$ cat config.mk
export PLATFORM = sky130hd
export DESIGN_NAME = pixel_write_buffer
export DESIGN_NICKNAME = d
export VERILOG_FILES = /design/src/rtl/pixel_write_buffer.sv
export SDC_FILE = /design/constraint.sdc
export NUM_CORES = 1
export LEC_CHECK = 0
export ABC_AREA = 1
export BUFFER_PORTS_ARGS = -buffer_cell sky130_fd_sc_hd__buf_2
export CORE_MARGIN = 2
export CORE_UTILIZATION = 50
export DETAILED_ROUTE_END_ITERATION = 8
export PLACE_DENSITY = 0.78
export SETUP_SLACK_MARGIN = 0.4
export SYNTH_ARGS = -nofsm -noshare
export SYNTH_HDL_FRONTEND = slang
export SYNTH_SLANG_ARGS = --single-unit
$ cat constraint.sdc
create_clock -name clk -period 10.15 [get_ports clk]
set_input_delay 1.5225 -clock clk [delete_from_list [all_inputs] [get_ports clk]]
set_output_delay 1.5225 -clock clk [all_outputs]
set_load 0.05 [all_outputs]
$ cat src/rtl/pixel_write_buffer.sv
// Pixel FIFO between the drawing engine and frame memory.
// Clips off-screen pixels and turns (x, y) into a linear address.
module pixel_write_buffer #(
  parameter int DEPTH = 8,
  parameter int SCR_W = 160,
  parameter int SCR_H = 120,
  parameter int CW    = 9
) (
  input  logic          clk,
  input  logic          reset,
  input  logic          in_valid,
  input  logic [7:0]    in_x,
  input  logic [6:0]    in_y,
  input  logic [CW-1:0] in_colour,
  output logic          in_ready,
  input  logic          mem_busy,
  output logic          wr_en,
  output logic [14:0]   wr_addr,
  output logic [CW-1:0] wr_data,
  output logic          frame_done,
  output logic [7:0]    clip_count,
  output logic [3:0]    level
);

  localparam int AW = $clog2(DEPTH);
  localparam int PW = AW + 1;

  localparam logic [PW-1:0] FULL  = PW'(DEPTH);
  localparam logic [PW-1:0] ONE   = PW'(1);
  localparam logic [7:0]    XMAX  = 8'(SCR_W);
  localparam logic [6:0]    YMAX  = 7'(SCR_H);
  localparam logic [14:0]   W15   = 15'(SCR_W);
  localparam logic [14:0]   LAST  = 15'(SCR_W * SCR_H - 1);

  logic [14:0]   addr_q [DEPTH];
  logic [CW-1:0] col_q  [DEPTH];

  logic [PW-1:0] wptr;
  logic [PW-1:0] rptr;
  logic [PW-1:0] cnt;
  logic          take;
  logic          in_range;
  logic          push;
  logic          pop;
  logic [14:0]   push_addr;
  logic [14:0]   head_addr;

  // Extra pointer bit lets the difference reach DEPTH without ambiguity
  assign cnt       = wptr - rptr;
  assign level     = 4'(cnt);
  assign in_ready  = (cnt < FULL);
  assign take      = in_valid && in_ready;
  assign in_range  = (in_x < XMAX) && (in_y < YMAX);
  assign push      = take && in_range;
  assign pop       = (cnt != '0) && !mem_busy;
  assign push_addr = 15'(in_y) * W15 + 15'(in_x);
  assign head_addr = addr_q[rptr[AW-1:0]];

  always_ff @(posedge clk) begin
    if (push) begin
      addr_q[wptr[AW-1:0]] <= push_addr;
      col_q[wptr[AW-1:0]]  <= in_colour;
    end
  end

  always_ff @(posedge clk) begin
    if (reset) begin
      wptr       <= '0;
      rptr       <= '0;
      wr_en      <= 1'b0;
      wr_addr    <= '0;
      wr_data    <= '0;
      frame_done <= 1'b0;
      clip_count <= '0;
    end else begin
      if (push) wptr <= wptr + ONE;
      if (pop) begin
        rptr    <= rptr + ONE;
        wr_addr <= head_addr;
        wr_data <= col_q[rptr[AW-1:0]];
      end
      wr_en      <= pop;
      frame_done <= pop && (head_addr == LAST);
      if (take && !in_range && (clip_count != 8'hFF))
        clip_count <= clip_count + 8'd1;
    end
  end

endmodule

==> results of run 1 <==
==> routing by layer <==
metal  GRT usage, %  wire length, um  up-vias
li1               -                -     3458
met1           29.2             9710     3361
met2           33.0            10700      300
met3           2.76             1600       52
met4           8.61              728        0
met5              0                0        -
==> flip-flops by register name (all words and copies together) (netlist names), named ones only <==
signal and cells:
addr_q 120, clip_count 8, col_q 72, frame_done 1, rptr 4, wptr 4, wr_addr 15, wr_data 9
wr_en 1
==> power by group through the flow <==
stage | Combinational [mW] | Clock, mW | Sequential (mW)
2_1_floorplan | 0.667 | 0 | 1.38
3_3_place_gp | 1.04 | 0 | 1.22
3_5_place_dp | 1.06 | 0 | 1.23
4_1_cts | 1.07 | 0.931 | 1.21
5_1_grt | 1.18 | 0.963 | 1.22
6_report | 1.07 | 0.923 | 1.21
==> kinds of logic after synthesis <==
| group | share of synthesized area, % |
|---|---|
| XOR/XNOR | 1.62 |
| buffers and inverters | 5.32 |
| flip-flops | 65.1 |
| AO/OA/AOI/OAI | 7.13 |
| AND/OR/NAND/NOR | 18.0 |
| adder cells (fa/ha/maj) | 2.91 |
==> cell type report <==
| class | instances | share of cell area [%] |
|---|---|---|
| multi-input combinational | 634 | 26.4 |
| sequential | 237 | 57.4 |
| timing repair buffer | 78 | 3.62 |
| clock inverter | 8 | 1.12 |
| tap | 270 | 2.91 |
| clock buffer | 38 | 6.07 |
| inverter | 76 | 2.48 |
==> how the worst max path moves through the flow <==
| stage | start | endpoint | slack [ns] | cells past startpoint |
|---|---|---|---|---|
| after floorplan | in_x[6] | addr_q[6][0] | 5.96 | 5 |
| after global placement | in_x[6] | addr_q[3][4] | 6.07 | 7 |
| after detailed placement | in_x[6] | addr_q[3][4] | 5.97 | 7 |
| after CTS | rptr[2] | in_ready | 5.58 | 7 |
| after global routing | rptr[2] | in_ready | 5.49 | 7 |
| final | rptr[2] | in_ready | 5.60 | 7 |
==> worst max-delay path, cell delays in order, from the launching register on <==
cell and delay, ns:
dfxtp_1 0.72, inv_2 0.26, ha_1 0.39, a21oi_1 0.18, nand2_1 0.07, nand2_1 0.07, and2_1 0.44, buf_2 0.36
==> per-stage QoR <==
step | utilization, % | hold WS, ns
2_1_floorplan | - | 0.466
4_1_cts | 57.6 | 0.462
3_5_place_dp | 53.4 | 0.452
5_1_grt | 57.6 | 0.493
6_report | 57.6 | 0.461
3_3_place_gp | 53.4 | 0.453
==> layout by cell type (no fill, tap or decap), drive strengths merged, types with 3 or more instances in the layout <==
master	synthesis	final
inv	76	77
ha	19	19
nor2	121	121
xor2	14	14
nand4	11	11
fa	3	3
clkbuf	12	38
a21oi	46	46
clkinv	0	3
dfxtp	45	45
o21ai	73	73
xnor2	5	5
nand2	258	258
nor3	14	14
o21a	18	18
nand3	49	49
buf	35	78
edfxtp	192	192
bufinv	0	3
==> reports/qor_table.md, run 1 <==
| Metric | This run |
|:---|:---|
| Via density | 5.35 |
| Pwr per Cell Area | 276 nW/um^2 |
| Number of placed instances, taps included | 1,295 |
| Critical Path Fanout Max | 14 |
| Overall routed net length | 22,700 um |
| Detailed Routing Iterations Pass 1 | 5 |
| Cell area after layout | 11,600 um^2 |
| Number of instances in the synthesized netlist | 994 |
| Synthesized cell area | 10,200 um^2 |
| Synth top area cells | edfxtp_1, nand2_1, dfxtp_1 |
| Sequential cell area fraction in the yosys report | 65.1% |
| Count of buffers inserted at the top-level ports | 66 |
| CP Data Arrival Time | 3.02 ns |
| Cell depth of the worst hold path | 2 |
| Min-Delay Path Class | reg2reg |
| Sort of element at the start of the critical path | flop |
| LEAKAGE | 4.69 nW |
| Ant diodes | 0 |
| Share of synthesized flip-flops with an asynchronous set or reset | 0% |
| Layout cell share with drive strength beyond 1 | 12.2% |
| Clock insertion delay at the later pin of the skew report | 0.54 ns |
| Remaining Overflow, GRT | 0 |
| Most used flip-flop cell after synthesis | edfxtp_1 |
| Quantity of gates resized following cts | 0 |
| Worst voltage drop across the vdd grid | 163 uV |
| Yosys Warn Count | 0 |
| Net count of the finished layout | 1,102 |
| Clock power share | 28.8% |
| CTS Buffer Depth | 3 |
| Library cell occupying the most area in the post-synthesis netlist | edfxtp_1 |
| Launch instance of the worst register-to-register path | rptr[2] |
| Number of max-cap violations | 0 |
| Library cell with the highest instance count after synthesis | nand2_1 |
| First-pass GRT wire length | 35,500 um |
| Final Wtd Congestion | 0.791 |
| Inserted Clock Buffers | 25 |
| Number of global-route vias before repair | 6,809 |
| Ranking of synthesized cells by instance count | nand2_1, edfxtp_1, nor2_1 |
| Total vias in the final route | 7,171 |
| Post-detail-place hpwl | 13,000 um |
| TritonCTS clock tree | built |
| Count of standard-cell rows | 52 |
| Initial antenna violation count | 0 |
| Fraction of power consumed by sequential logic | 37.7% |
| Switching power | 1.22 mW |
| Initial Util | 50.8% |
| Source of the worst hold timing path | wr_addr[10] |
| Root buffer cell | clkbuf_16 |
| Number of cells in the finished layout apart from fillers | 1,341 |
| Max Transition Viols Final | 0 |
| Area share of the leading cell type in the synthesized netlist | 56.3% |
| Total global-route track usage | 20.8% |
| Internal power summed over all cells | 1.99 mW |
| Post-synthesis cell type count | 29 |
| Area of the core region | 20,200 um^2 |
| Remaining DRCs | 0 |
| Unrepaired setup endpoints after global routing | false |
| Final critical delay including setup and external delays | 4.55 ns |
| Htree depth | 1 |
| Clk slew on worst S/H paths | 0.06 ns |
| CTS Hold Bufs | 0 |
| Starting DRT DRC Count | 689 |
| TNS Setup | 0 ns |
| Power Total | 3.21 mW |
| Sinks on the clock net | 237 |
| Clock Skew | 0.0114 ns |
| Pin count of the biggest net entering global routing | 63 |
| Switching Fraction | 38.0% |
| Worst Setup End Kind | output pin |
| Worst Tran Pin Value | 0.895 ns |
| Final worst-path setup slack | 5.60 ns |
| Area of the die | 21,700 um^2 |
| EDFF count, synth | 192 |
| Outcome | finished, final reports clean |
| Die Y | 147 um |
| Post-detailed-placement cell area | 10,800 um^2 |
| Area delta synth->final | 13.3% |
| Register area | 6670 um^2 |
| FMAX | 220 MHz |
| Endpoint of the most critical register-to-register path | addr_q[3][7] |
| Total of endpoints with negative setup slack in the final report | 0 |
| Setup fix buffers added after clock tree synthesis | 0 |
| Worst reg2reg path depth | 9 |
| Worst slew margin | 39.7% |
| Layout fillers | 1,644 |
| Sink of the worst hold path | wr_addr[10] |
| Number of hold violations in the final report | 0 |
| Category of the most critical setup path | reg2out |
| Detail Route Antenna Nets | 0 |
| Worst reg-to-reg setup slack | 6.30 ns |
| Die boundary width | 147 um |
| Comb pwr share | 33.5% |
| Multi-input gate area in the final layout | 3060 um^2 |
| Total I/O pin count | 67 |
| Data required time at the worst endpoint | 8.63 ns |
| Register bit total from synthesis | 237 |
| DP Worst Slack | 5.97 ns |
| Post-route clock period utilization | 44.8% |
| Routed wirelength normalized by instance count | 17.0 um |
| Net count after synthesis | 1,044 |
| Avg Synthesized Cell Area | 10.3 um^2 |
Note: power is estimated with default switching activity, not from simulation.
==> inputs of run 2 (changes only) <==
clock period = 4.35 ns   (was 10.15 ns; I/O delays follow)
==> run 2 against run 1 <==
Compared with the run above: clock power up 110%; total power grew 130%; clock skew barely moved; worst setup slack worse by 4.6 ns; cell area shrank 0.44%; via count about the same; wire length is 1.2% lower; final cell count did not move; critical path depth is 3 higher; worst hold slack got worse by 0.055 ns; sequential share of layout area is 0.25 points higher; sequential cell count unchanged.
==> reports/qor_table.md, run 2 (synthesized netlist as in run 1, its figures left out) <==
| Metric | This run | Change |
|:---|:---|:---|
| Leading cell type in the layout, fill and taps excluded | nand2_1 |  |
| Internal power summed over all cells | 4.48 mW | +130% |
| CTS Hold Bufs | 0 | unchanged |
| Total vias in the final route | 7,177 | +0.084% |
| Quantity of gates resized following cts | 0 | unchanged |
| CTS Buffer Depth | 3 | unchanged |
| Switching power | 2.81 mW | +130% |
| Area of the die | 21,700 um^2 | unchanged |
| Number of hold violations in the final report | 0 | unchanged |
| CP Data Arrival Time | 3.52 ns | +0.50 ns |
| Data required time at the worst endpoint | 4.54 ns | -4.09 ns |
| Layout fillers | 1,645 | +0.061% |
| Worst voltage drop across the vdd grid | 356 uV | +120% |
| Ant diodes | 0 | unchanged |
| Category of the most critical setup path | reg2reg |  |
| Inserted Clock Buffers | 24 | -4.0% |
| Min-Delay Path Class | in2reg |  |
| Detail Route Antenna Nets | 0 | unchanged |
| Sort of element at the start of the critical path | flop |  |
| Final Wtd Congestion | 0.828 | +4.6% |
| Die boundary width | 147 um | unchanged |
| DP Worst Slack | 1.03 ns | -4.94 ns |
| Capturing element of the worst setup path | addr_q[0][1] |  |
| Area of the core region | 20,200 um^2 | unchanged |
| Worst reg2reg path depth | 10 | +1 |
| Clock power share | 27.0% | -1.8 points |
| Worst Tran Pin Value | 0.941 ns | +0.0455 ns |
| First-pass GRT wire length | 35,900 um | +1.3% |
| Total I/O pin count | 67 | unchanged |
| Setup crit start | rptr[2] |  |
| Number of cells in the finished layout apart from fillers | 1,341 | unchanged |
| Post-detail-place hpwl | 13,400 um | +2.6% |
| Max Transition Viols Final | 0 | unchanged |
| Clock Skew | 0.0113 ns | -0.0000382 ns |
| Final critical delay including setup and external delays | 3.32 ns |  |
| Initial Util | 50.8% | unchanged |
| Fraction of power consumed by sequential logic | 39.4% | +1.7 points |
| Commonest cells after routing, fill and taps aside | nand2_1, edfxtp_1, nor2_1, inv_1, buf_2 |  |
| Outcome | finished, final reports clean |  |
| Initial antenna violation count | 0 | unchanged |
| Root buffer cell | clkbuf_16 |  |
| Area delta synth->final | 12.8% |  |
| Source of the worst hold timing path | in_colour[3] |  |
| Worst path buffer plus inverter count | 3 | +1 |
| Die Y | 147 um | unchanged |
| Routed wirelength normalized by instance count | 16.7 um | -1.2% |
| Net count of the finished layout | 1,103 | +0.091% |
| Total global-route track usage | 20.9% | +0.13 points |
| Number of global-route vias before repair | 6,809 | unchanged |
| Via density | 5.35 | about the same |
| Post-route clock period utilization | 76.4% |  |
| Starting DRT DRC Count | 854 | +24% |
| Count of standard-cell rows | 52 | unchanged |
| Critical Path Fanout Max | 18 | +4 |
| Final worst-path setup slack | 1.03 ns | -4.58 ns |
| Detailed Routing Iterations Pass 1 | 8 | +3 |
| FMAX | 301 MHz |  |
| Worst slew margin | 36.6% | -3.1 points |
| Pin count of the biggest net entering global routing | 60 | -4.8% |
| CP max stage delay | 0.47 ns | -0.25 ns |
| Launch instance of the worst register-to-register path | rptr[2] |  |
| Comb pwr share | 33.5% | about the same |
| Overall routed net length | 22,500 um | -1.2% |
| Remaining Overflow, GRT | 0 | unchanged |
| Unrepaired setup endpoints after global routing | false |  |
| Kind of cell adding the most delay to the critical path | simple AND/OR/NAND/NOR gates |  |
| Clk slew on worst S/H paths | 0.06 ns | about the same |
| TritonCTS clock tree | built |  |
| Final Core Density | 57.3% | -0.25 points |
| Setup fix buffers added after clock tree synthesis | 0 | unchanged |
| Sinks on the clock net | 237 | unchanged |
| Worst Setup End Kind | flop |  |
| Remaining DRCs | 0 | unchanged |
| Count of buffers inserted at the top-level ports | 66 | unchanged |
| Cell Chain, Critical Path | buf_4 -> inv_2 -> ha_1 -> a21oi_1 -> nand2_1 -> nand2_1 -> and2_1 -> nand4_1 -> nor2_2 -> buf_4 |  |
| Pwr per Cell Area | 631 nW/um^2 | +130% |
| Worst reg-to-reg setup slack | 1.03 ns | -5.27 ns |
| Max reg flops | 120 | unchanged |
| Total of endpoints with negative setup slack in the final report | 0 | unchanged |
| TNS Setup | 0 ns | unchanged |
| Clock insertion delay at the later pin of the skew report | 0.52 ns | -0.02 ns |
| Slowest stage cell, crit path | nor2_2 |  |
| Number of max-cap violations | 0 | unchanged |
| Htree depth | 1 | unchanged |
| Number of placed instances, taps included | 1,297 | +0.15% |
| LEAKAGE | 4.68 nW | -0.31% |
| Critical path depth in cells | 10 | +3 |
| Endpoint of the most critical register-to-register path | addr_q[0][1] |  |
| Switching Fraction | 38.6% | +0.60 points |
| Layout cell share with drive strength beyond 1 | 12.7% | +0.47 points |
==> run 2: area by class of cell <==
cell class                 count  area [um^2]  area share [%]
multi-input combinational    634         3060            26.5
inverter                      76          288            2.49
clock buffer                  31          667            5.77
sequential                   237         6670            57.7
clock inverter                13          101           0.877
timing repair buffer          80          435            3.77
tap                          270          338            2.92
==> run 2: power by group through the flow <==
stage          sequential (mW)  combinational [mW]  clock [mW]
2_1_floorplan             3.22                1.56           0
3_3_place_gp              2.91                2.37           0
3_5_place_dp              2.92                2.42           0
4_1_cts                   2.87                2.44        2.00
5_1_grt                   2.90                2.70        2.09
6_report                  2.88                2.45        1.97
==> run 2: how the worst min path moves through the flow <==
stage               slack [ns]  depth (start not counted)           end
floorplan                 0.47                          2       wptr[3]
global placement          0.47                          2    wr_addr[1]
detailed placement        0.47                          2    wr_addr[1]
CTS                       0.39                          1   col_q[3][3]
global route              0.40                          1  addr_q[7][3]
finish                    0.41                          1   col_q[3][3]
==> run 2: worst reg2reg max path, delay by kind of cell (launching register included) <==
family / cells / cell delay [ns]
buffers and inverters: 3 / 0.73
adders and majority gates: 1 / 0.35
and+or+nand+nor: 5 / 1.41
AOI/OAI and AO/OA: 1 / 0.19
DFF: 1 / 0.31
==> run 2: stage by stage <==
stage                     area, um^2  hold WS (ns)  total power [mW]
after floorplan                10200         0.466              4.77
after global placement         10800         0.469              5.29
after detailed placement       10800         0.474              5.34
after CTS                      11600         0.394              7.31
after global routing           11600         0.404              7.69
final                          11600         0.406              7.30
==> run 2: routing by layer <==
layer	wire length [um]	part of all wire, %	track usage [%]	vias to the layer above
met5	0	0	0	-
met4	710	3.2	7.26	0
met3	1650	7.3	3.07	48
met2	10300	46	33.3	293
met1	9780	44	29.6	3383
li1	-	-	-	3453
==> inputs of run 3 (changes only) <==
PLACE_DENSITY = 0.8   (was 0.78)
clock period = 2.78 ns   (was 4.35 ns; I/O delays follow)
==> run 3 against run 2 <==
Compared with the run above: cell area grew 4.4%; wire length grew 8.1%; clock skew grew 0.0035 ns; clock power grew 64%; die area is the same; largest cell class unchanged; worst setup slack lost 0.63 ns; register-to-register slack lost 0.54 ns; final cell count grew 2.2%; sequential share of layout area shrank 2.4 points; via count grew 3.4%; largest power group is now combinational logic.
==> reports/qor_table.md, run 3 (synthesized netlist as in run 1, its figures left out) <==
| Metric | This run | Change |
|:---|:---|:---|
| TritonCTS clock tree | built |  |
| Root buffer cell | clkbuf_16 |  |
| Power Total | 12.1 mW | +66% |
| Clock insertion delay at the later pin of the skew report | 0.52 ns | about the same |
| Internal power summed over all cells | 7.45 mW | +66% |
| Outcome | finished, final reports clean |  |
| Die Y | 147 um | unchanged |
| Number of max-cap violations | 0 | unchanged |
| Worst voltage drop across the vdd grid | 810 uV | +130% |
| Leading cell type in the layout, fill and taps excluded | nand2_1 |  |
| Overall routed net length | 24,300 um | +8.1% |
| CTS Buffer Depth | 3 | unchanged |
| Detail Route Antenna Nets | 0 | unchanged |
| CP Data Arrival Time | 1.96 ns | -1.56 ns |
| Via density | 5.41 | +1.1% |
| Final Core Density | 59.8% | +2.5 points |
| Max reg flops | 120 | unchanged |
| Total of endpoints with negative setup slack in the final report | 0 | unchanged |
| Initial Util | 50.8% | unchanged |
| Data required time at the worst endpoint | 2.36 ns | -2.18 ns |
| Post-route clock period utilization | 85.6% |  |
| Sink of the worst hold path | addr_q[0][4] |  |
| Total vias in the final route | 7,421 | +3.4% |
| Final critical delay including setup and external delays | 2.38 ns |  |
| Net count of the finished layout | 1,133 | +2.7% |
| Worst reg2reg path depth | 9 | -1 |
| Cell depth of the worst hold path | 1 | unchanged |
| Clock Skew | 0.0148 ns | +0.00350 ns |
| Layout cell share with drive strength beyond 1 | 16.3% | +3.6 points |
| Remaining Overflow, GRT | 0 | unchanged |
| Commonest cells after routing, fill and taps aside | nand2_1, edfxtp_1, nor2_1, inv_1 |  |
| Launch instance of the worst register-to-register path | wptr[1] |  |
| Source of the worst hold timing path | in_x[4] |  |
| Detailed Routing Iterations Pass 1 | 6 | -2 |
| Pin count of the biggest net entering global routing | 60 | unchanged |
| Unrepaired setup endpoints after global routing | true |  |
| Critical Path Fanout Max | 5 | -13 |
| Min-Delay Path Class | in2reg |  |
| Area of the core region | 20,200 um^2 | unchanged |
| Worst Setup End Kind | output pin |  |
| FMAX | 420 MHz |  |
| First-pass GRT wire length | 38,200 um | +6.4% |
| Worst slew margin | 41.5% | +4.9 points |
| Total global-route track usage | 22.5% | +1.6 points |
| Final Wtd Congestion | 0.831 | +0.39% |
| Ant diodes | 0 | unchanged |
| Worst Tran Pin Value | 0.876 ns | -0.0646 ns |
| Layout fillers | 1,578 | -4.1% |
| Category of the most critical setup path | reg2out |  |
| Htree depth | 1 | unchanged |
| Number of hold violations in the final report | 0 | unchanged |
| Area of the die | 21,700 um^2 | unchanged |
| Number of global-route vias before repair | 7,253 | +6.5% |
| Max Transition Viols Final | 0 | unchanged |
| Sort of element at the start of the critical path | flop |  |
| Clk slew on worst S/H paths | 0.06 ns | about the same |
| Pwr per Cell Area | 1000 nW/um^2 | +59% |
| LEAKAGE | 4.90 nW | +4.8% |
| Switching Fraction | 38.5% | -0.075 points |
| Worst reg-to-reg setup slack | 0.49 ns | -0.54 ns |
| Total I/O pin count | 67 | unchanged |
| Starting DRT DRC Count | 1,102 | +29% |
| Clock power share | 26.7% | -0.3 points |
| Sinks on the clock net | 237 | unchanged |
| Area delta synth->final | 17.8% |  |
| Routed wirelength normalized by instance count | 17.7 um | +5.8% |
| Remaining DRCs | 0 | unchanged |
| Comb pwr share | 36.8% | +3.3 points |
| Die boundary width | 147 um | unchanged |
| Switching power | 4.66 mW | +66% |
| Fraction of power consumed by sequential logic | 36.6% | -2.8 points |
| Inserted Clock Buffers | 24 | unchanged |
| Count of standard-cell rows | 52 | unchanged |
| Count of buffers inserted at the top-level ports | 66 | unchanged |
| CTS Hold Bufs | 0 | unchanged |
| Initial antenna violation count | 0 | unchanged |
| Post-detail-place hpwl | 13,500 um | +0.85% |
==> run 3: cell types whose count changed in the layout (fill, tap and decap cells not counted), moves of 4 or more <==
cell and delta:
nor2_4 +8, nor2_2 -4, nor3_2 -4, buf_4 +19, nor3_4 +4, dfxtp_1 -4, buf_2 -4
==> run 3: worst max-delay path by stage <==
stage,from,to,slack (ns),cells past startpoint
final,wptr[1],level[1],0.40,4
after floorplan,rptr[1],addr_q[6][0],-0.02,10
after detailed placement,in_y[1],addr_q[0][12],0.07,7
after global routing,rptr[2],level[3],0.33,9
after global placement,in_y[1],addr_q[0][12],0.16,7
after CTS,wptr[1],level[2],0.36,4
==> run 3: layout make-up <==
type	instances	area (um^2)	area share, %
repair buffers	106	729	6.05
multi-input cells	638	3230	26.8
clock buffers	32	672	5.57
inverters	76	295	2.45
clock inverters	12	123	1.02
flip-flops and latches	237	6680	55.3
well taps	270	338	2.80
==> run 3: layer usage <==
metal  track usage, %  share of wire, %
met1             31.4                41
met2             36.4                48
met3             3.17               8.7
met4             8.13               3.0
met5                0                 0
==> run 3: power groups by stage <==
| stage | Clock [mW] | Sequential [mW] | Combinational (mW) |
|---|---|---|---|
| floorplan | 0 | 5.03 | 2.57 |
| global placement | 0 | 4.48 | 3.96 |
| detailed placement | 0 | 4.49 | 4.06 |
| CTS | 3.24 | 4.42 | 4.24 |
| global route | 3.40 | 4.46 | 4.86 |
| finish | 3.23 | 4.43 | 4.45 |
==> run 3: repair_timing <==
item                       4_1_cts  5_1_grt
gates cloned                     5        0
resized for setup               16       17
setup buffers                    5        5
hold endpoints to repair         0        0
setup endpoints to repair      163      144
pin swaps                        6        6
==> run 3: worst max-delay path: stages, from the launching register on <==
cell,delay (ns)
dfxtp_2,0.40
inv_1,0.16
fa_2,0.62
inv_1,0.07
buf_4,0.19
==> run 3: per-stage QoR <==
| stage | setup WS, ns | area [um^2] | std cells | TNS (ns) | hold slack, ns |
|---|---|---|---|---|---|
| 2_1_floorplan | -0.0174 | 10400 | 994 | -0.418 | 0.467 |
| 3_3_place_gp | 0.158 | 11000 | 1312 | 0 | 0.453 |
| 3_5_place_dp | 0.0688 | 11000 | 1312 | 0 | 0.460 |
| 4_1_cts | 0.356 | 12000 | 1366 | 0 | 0.153 |
| 5_1_grt | 0.333 | 12100 | 1371 | 0 | 0.162 |
| 6_report | 0.400 | 12100 | 1371 | 0 | 0.165 |
